<file path="config.mk">
export PLATFORM = sky130hd
export DESIGN_NAME = vga_timing_gen
export DESIGN_NICKNAME = d
export VERILOG_FILES = /design/src/rtl/vga_pkg.sv /design/src/rtl/vga_delay_line.sv /design/src/rtl/vga_timing_gen.sv
export SDC_FILE = /design/constraint.sdc
export NUM_CORES = 1
export LEC_CHECK = 0
export ABC_AREA = 1
export ABC_CLOCK_PERIOD_IN_PS = 6100
export CORE_MARGIN = 5
export CORE_UTILIZATION = 25
export CTS_CLUSTER_SIZE = 12
export DETAILED_ROUTE_END_ITERATION = 16
export SLEW_MARGIN = 20
export SYNTH_ARGS = -nofsm -noshare
export SYNTH_HDL_FRONTEND = slang
export SYNTH_SLANG_ARGS = --single-unit
</file>
<file path="constraint.sdc">
create_clock -name clk -period 6.1 [get_ports clk]
set_input_delay 1.22 -clock clk [delete_from_list [all_inputs] [get_ports clk]]
set_output_delay 1.22 -clock clk [all_outputs]
set_load 0.05 [all_outputs]
</file>
<file path="src/rtl/vga_pkg.sv">
// Shared VGA timing types: raster timing record, standard presets and the
// per-pixel raster bundle carried through the output pipeline.
package vga_pkg;

    localparam int COORD_W = 12;

    typedef struct packed {
        logic [COORD_W-1:0] h_active;
        logic [COORD_W-1:0] h_fp;
        logic [COORD_W-1:0] h_sync;
        logic [COORD_W-1:0] h_bp;
        logic [COORD_W-1:0] v_active;
        logic [COORD_W-1:0] v_fp;
        logic [COORD_W-1:0] v_sync;
        logic [COORD_W-1:0] v_bp;
        logic               h_pol;
        logic               v_pol;
    } vga_timing_t;

    // 25 MHz dot rate: CLK_DIV=4 from the 100 MHz system clock.
    localparam vga_timing_t VGA_640X480_60 = '{
        h_active: 12'd640, h_fp: 12'd16, h_sync: 12'd96, h_bp: 12'd48,
        v_active: 12'd480, v_fp: 12'd10, v_sync: 12'd2,  v_bp: 12'd33,
        h_pol: 1'b0, v_pol: 1'b0
    };

    // 40 MHz dot rate: not an integer division of 100 MHz, needs its own clock.
    localparam vga_timing_t VGA_800X600_60 = '{
        h_active: 12'd800, h_fp: 12'd40, h_sync: 12'd128, h_bp: 12'd88,
        v_active: 12'd600, v_fp: 12'd1,  v_sync: 12'd4,   v_bp: 12'd23,
        h_pol: 1'b1, v_pol: 1'b1
    };

    typedef struct packed {
        logic               hsync;
        logic               vsync;
        logic               de;
        logic [COORD_W-1:0] x;
        logic [COORD_W-1:0] y;
        logic               line_start;
        logic               frame_start;
    } vga_raster_t;

    function automatic vga_raster_t raster_idle(input logic h_pol, input logic v_pol);
        vga_raster_t r;
        r       = '0;
        r.hsync = ~h_pol;
        r.vsync = ~v_pol;
        return r;
    endfunction

endpackage

</file>
<file path="src/rtl/vga_delay_line.sv">
// Clock-enable gated shift register of raster bundles; DEPTH=0 is a wire.
module vga_delay_line
    import vga_pkg::*;
#(
    parameter int DEPTH = 2
) (
    input  logic        clk,
    input  logic        reset,
    input  logic        ce,
    input  vga_raster_t rst_val,
    input  vga_raster_t d,
    output vga_raster_t q
);

    if (DEPTH == 0) begin : g_pass
        logic unused_ctrl;
        assign unused_ctrl = ^{clk, reset, ce, rst_val};
        assign q = d;
    end else begin : g_pipe
        vga_raster_t stage_q [DEPTH];
        vga_raster_t stage_d [DEPTH];

        // NOTE: every signal written here gets a default first, so no path
        // leaves it unassigned and no latch is inferred.
        always_comb begin
            for (int i = 0; i < DEPTH; i++) begin
                stage_d[i] = stage_q[i];
            end
            if (ce) begin
                stage_d[0] = d;
                for (int i = 1; i < DEPTH; i++) begin
                    stage_d[i] = stage_q[i - 1];
                end
            end
        end

        // NOTE: the stages are reset like any other flop (they are not a RAM),
        // so downstream logic never sees stale sync levels after reset.
        always_ff @(posedge clk or posedge reset) begin
            if (reset) begin
                for (int i = 0; i < DEPTH; i++) begin
                    stage_q[i] <= rst_val;
                end
            end else begin
                stage_q <= stage_d;
            end
        end

        assign q = stage_q[DEPTH - 1];
    end

endmodule

</file>
<file path="src/rtl/vga_timing_gen.sv">
// Parametrised VGA raster timing generator: pixel clock-enable divider,
// h/v counters, combinational decode and a pixel-enable gated output pipeline.
module vga_timing_gen
    import vga_pkg::*;
#(
    parameter int   CLK_DIV  = 4,
    parameter int   H_ACTIVE = 640,
    parameter int   H_FP     = 16,
    parameter int   H_SYNC   = 96,
    parameter int   H_BP     = 48,
    parameter int   V_ACTIVE = 480,
    parameter int   V_FP     = 10,
    parameter int   V_SYNC   = 2,
    parameter int   V_BP     = 33,
    parameter logic H_POL    = 1'b0,
    parameter logic V_POL    = 1'b0,
    parameter int   PIPE     = 2
) (
    input  logic        clk,
    input  logic        reset,
    input  logic        en,
    output logic        pix_ce,
    output logic        hsync,
    output logic        vsync,
    output logic        de,
    output logic [11:0] x,
    output logic [11:0] y,
    output logic        line_start,
    output logic        frame_start
);

    localparam int H_TOTAL = H_ACTIVE + H_FP + H_SYNC + H_BP;
    localparam int V_TOTAL = V_ACTIVE + V_FP + V_SYNC + V_BP;

    if (H_ACTIVE < 1 || H_FP < 1 || H_SYNC < 1 || H_BP < 1 ||
        V_ACTIVE < 1 || V_FP < 1 || V_SYNC < 1 || V_BP < 1) begin : g_bad_width
        $fatal(1, "vga_timing_gen: every porch, sync and active width must be >= 1");
    end
    if (H_TOTAL > 4096 || V_TOTAL > 4096) begin : g_bad_total
        $fatal(1, "vga_timing_gen: H_TOTAL and V_TOTAL must each be <= 4096");
    end
    if (CLK_DIV < 1 || CLK_DIV > 16) begin : g_bad_div
        $fatal(1, "vga_timing_gen: CLK_DIV must be in 1..16");
    end
    if (PIPE < 0 || PIPE > 8) begin : g_bad_pipe
        $fatal(1, "vga_timing_gen: PIPE must be in 0..8");
    end

    localparam logic [3:0]         DIV_LAST = 4'(CLK_DIV - 1);
    localparam logic [COORD_W-1:0] ONE      = COORD_W'(1);
    localparam logic [COORD_W-1:0] H_LAST   = COORD_W'(H_TOTAL - 1);
    localparam logic [COORD_W-1:0] V_LAST   = COORD_W'(V_TOTAL - 1);
    localparam logic [COORD_W-1:0] H_ACT    = COORD_W'(H_ACTIVE);
    localparam logic [COORD_W-1:0] V_ACT    = COORD_W'(V_ACTIVE);
    localparam logic [COORD_W-1:0] HS_BEGIN = COORD_W'(H_ACTIVE + H_FP);
    localparam logic [COORD_W-1:0] HS_END   = COORD_W'(H_ACTIVE + H_FP + H_SYNC);
    localparam logic [COORD_W-1:0] VS_BEGIN = COORD_W'(V_ACTIVE + V_FP);
    localparam logic [COORD_W-1:0] VS_END   = COORD_W'(V_ACTIVE + V_FP + V_SYNC);

    localparam vga_raster_t RASTER_IDLE = raster_idle(H_POL, V_POL);

    logic [3:0]         div_q, div_d;
    logic               pix_ce_q, pix_ce_d;
    logic               advance;
    logic [COORD_W-1:0] hcnt_q, hcnt_d;
    logic [COORD_W-1:0] vcnt_q, vcnt_d;
    vga_raster_t        raster_s0;
    vga_raster_t        raster_q, raster_d;
    vga_raster_t        raster_out;

    // Divider: with CLK_DIV=1 div stays 0 and pix_ce is high every clk.
    always_comb begin
        div_d    = div_q;
        pix_ce_d = 1'b0;
        if (en) begin
            pix_ce_d = (div_q == DIV_LAST);
            div_d    = (div_q == DIV_LAST) ? 4'd0 : div_q + 4'd1;
        end
    end

    // A pixel slot is consumed only while running, so a slot pending when en
    // falls is dropped and the divider phase alone sets the resume point.
    assign advance = pix_ce_q & en;
    assign pix_ce  = advance;

    always_comb begin
        hcnt_d = hcnt_q;
        vcnt_d = vcnt_q;
        if (advance) begin
            if (hcnt_q == H_LAST) begin
                hcnt_d = '0;
                vcnt_d = (vcnt_q == V_LAST) ? '0 : vcnt_q + ONE;
            end else begin
                hcnt_d = hcnt_q + ONE;
            end
        end
    end

    always_comb begin
        raster_s0             = '0;
        raster_s0.de          = (hcnt_q < H_ACT) && (vcnt_q < V_ACT);
        raster_s0.hsync       = ((hcnt_q >= HS_BEGIN) && (hcnt_q < HS_END)) ? H_POL : ~H_POL;
        raster_s0.vsync       = ((vcnt_q >= VS_BEGIN) && (vcnt_q < VS_END)) ? V_POL : ~V_POL;
        raster_s0.x           = raster_s0.de ? hcnt_q : '0;
        raster_s0.y           = raster_s0.de ? vcnt_q : '0;
        raster_s0.line_start  = (hcnt_q == '0);
        raster_s0.frame_start = (hcnt_q == '0) && (vcnt_q == '0);
    end

    always_comb begin
        raster_d = raster_q;
        if (advance) begin
            raster_d = raster_s0;
        end
    end

    // NOTE: state registers use non-blocking assignments so every flop samples
    // the pre-edge value of its neighbours regardless of statement order.
    always_ff @(posedge clk or posedge reset) begin
        if (reset) begin
            div_q    <= 4'd0;
            pix_ce_q <= 1'b0;
            hcnt_q   <= '0;
            vcnt_q   <= '0;
            raster_q <= RASTER_IDLE;
        end else begin
            div_q    <= div_d;
            pix_ce_q <= pix_ce_d;
            hcnt_q   <= hcnt_d;
            vcnt_q   <= vcnt_d;
            raster_q <= raster_d;
        end
    end

    vga_delay_line #(
        .DEPTH (PIPE)
    ) u_delay (
        .clk     (clk),
        .reset   (reset),
        .ce      (advance),
        .rst_val (RASTER_IDLE),
        .d       (raster_q),
        .q       (raster_out)
    );

    assign hsync       = raster_out.hsync;
    assign vsync       = raster_out.vsync;
    assign de          = raster_out.de;
    assign x           = raster_out.x;
    assign y           = raster_out.y;
    assign line_start  = raster_out.line_start;
    assign frame_start = raster_out.frame_start;

endmodule

</file>
==> flow_summary.yaml <==
run_status:
  run_status: "finished, final reports clean"
floorplanning:
  dieArea_sq_um: 23690
  die_height_um: 153.9
  rows: 52
  io_pins: 33
  chipWidth_um: 153.9
  start_util_pct: 25.51
  core_area_sq_um: 20300
clock_tree:
  path_clk_slew_ns: 0.05
  cts_num_sinks: 116
  cts_root_buffer: "clkbuf_16"
  post_cts_buffers: 0
  clk_latency_ns: 0.41
  cts-resized-gates: 0
  htree_num_levels: 4
  clockBufferDepth: 2
  cts_tree: "done"
  cts_buffers: 17
  hold_buffers: 0
worst_setup_path:
  cp.required_ns: 4.88
  reg2reg_to: "raster_q[23]"
  reg2regPathDepth: 5
  crit_path_frequent_cell: "clkdlybuf4s50_1"
  reg2reg_slack_ns: 3.93
  startpoint_type: "primary input"
  rr_startpoint: "pix_ce_q"
  crit_type: "primary input to primary output"
  cp-end-kind: "primary output"
  arrival_ns: 2.81
  slowest_stage: "clkdlybuf4s50_1"
  cp_max_fo: 6
  crit_chain: "clkdlybuf4s50_1, nand2_4, clkinv_2, clkdlybuf4s50_1"
  slowest_delay_ns: 0.80
timing:
  min_period_over_period_pct: 66.12
  max_freq_mhz: 248.0
  rsz0062_at_grt: "no"
  final-setup-viol-count: 0
  period_minus_slack_ns: 4.033
  worstMarginPinSlew_ns: 0.9197
  fin_setup_tns_ns: 0
  relSlewSlack_pct: 38.69
  drv_slew: 0
  final-hold-violation-count: 0
  fin_skew_ns: 0.007858
detailed_routing:
  drtIter0Drc: 153
  wire_per_inst_um: 10.81
  first_pass_iters: 6
  antenna_left: 0
  drc: 0
  wl_um: 9473
  viasPerCell: 4.087
  route.vias.total: 3580
synthesis:
  netlist_area_sq_um: 5179
  ys.flop_type: "dfrtp_1"
  syn_inst: 582
  syn_nets: 590
  yosysTopAreaCellShare_pct: 53.15
  netlist_top_cells_area: "dfrtp_1, nand2_1, o21ai_0"
  ys_top_cells_by_count: "nand2_1, dfrtp_1, inv_1"
  ys_warn_count: 0
  synth-async-reset-ratio_pct: 100.0
  synth-seq-cells: 116
  synth_cell_types: 36
  yosysSeqAreaShare_pct: 56.20
  yosysMostFrequentCell: "nand2_1"
  yosys.area.top_type: "dfrtp_1"
  syn_avg_cell_area_sq_um: 8.898
  synth-edff-count: 0
hold_path:
  hold_path.class: "flop to flop"
  worstHoldStart: "raster_q[27]"
  min_path_cells: 2
  whs_endpoint: "u_delay.g_pipe.stage_q[56]"
placed_design:
  gp_congestion: 0.8127
  dp_hpwl_um: 5967
  io_buffers: 32
  dp_cells: 844
finish:
  num_antenna_cells: 0
  area_growth_syn_to_layout_pct: 19.52
  final_cells: 876
  nets: 601
  drive_above_1_share_pct: 12.05
job:
  max_cap_viol_count: 0
power:
  ir_drop_uv: 172.6
  p_per_area_nw_per_um2: 431.5
  leakage_uw: 0.003043
grt:
  antenna_found_initial: 0
  grt_pass1_wl_um: 16760
  grt_pass1_vias: 3656
  grt_max_degree: 92
  grt_usage_pct: 8.592
  overflow: 0
==> where the power goes <==
group	total, uW	switching, uW	internal (uW)
Sequential	1040	92.4	949
Combinational	601	405	196
Clock	1030	333	694
==> cells by family after synthesis <==
group	synth area share, %
AO/OA/AOI/OAI	6.838
multiplexers	0.2174
flip-flops	56.20
XOR/XNOR	1.522
adder cells (fa/ha/maj)	1.208
buffers and inverters	9.954
AND/OR/NAND/NOR	24.06
==> state kept, by name, summed over array words and instances, names as in the netlist <==
signal / flops
hcnt_q: 12
vcnt_q: 12
div_q: 4
u_delay.g_pipe.stage_q: 29
raster_q: 29
pix_ce_q: 1
u_delay.q: 29
==> area by class of cell <==
class | count | area [sq um]
fillers | 2151 | 14110
flip-flops and latches | 116 | 2910
multi-input cells | 366 | 1758
clock buffers | 24 | 501.7
repair buffers | 35 | 342.8
well taps | 270 | 337.8
inverters | 57 | 217.7
clock inverters | 8 | 121.4
==> worst max-delay path by stage <==
| stage | from | end | slack [ns] |
|---|---|---|---|
| final | en | pix_ce | 2.07 |
| after global routing | en | pix_ce | 2.02 |
| after CTS | en | pix_ce | 2.06 |
| after detailed placement | en | pix_ce | 2.06 |
| after global placement | en | pix_ce | 2.06 |
| after floorplan | reset | div_q[0] | 1.82 |
==> layout by cell type (no fill, tap or decap), types with 6 or more instances in the layout <==
cell type	n
nand2_1	193
xor2_1	9
clkdlybuf4s50_1	32
clkbuf_16	17
o21ai_0	45
nor2_1	32
dfstp_2	6
dfrtp_1	110
inv_2	7
nor3_1	10
o21ai_2	9
inv_1	48
nand3_1	30
==> worst max-delay path, delay by kind of cell <==
family / cells / cell delay, ns
buffers and inverters: 3 / 1.49
and+or+nand+nor: 1 / 0.09
==> stage by stage <==
stage	worst slack (ns)	area (sq um)	hold WS [ns]	total power (uW)	util, %
after detailed placement	2.061	5567	0.4530	1665	27.42
final	2.067	6190	0.4601	2671	30.49
after global placement	2.058	5567	0.4513	1650	27.42
after floorplan	1.818	5179	0.4420	1539	-
after CTS	2.057	6190	0.4623	2710	30.49
after global routing	2.024	6190	0.4862	2815	30.49
==> metal layers <==
layer	vias to the layer above	global-route usage (%)	share of wire, %
met5	-	0	0
met1	1675	10.54	49
met2	53	13.66	45
met3	14	2.951	4.3
met4	0	3.911	1.8
li1	1838	-	-
No activity file was read; power rests on OpenSTA's default activity.
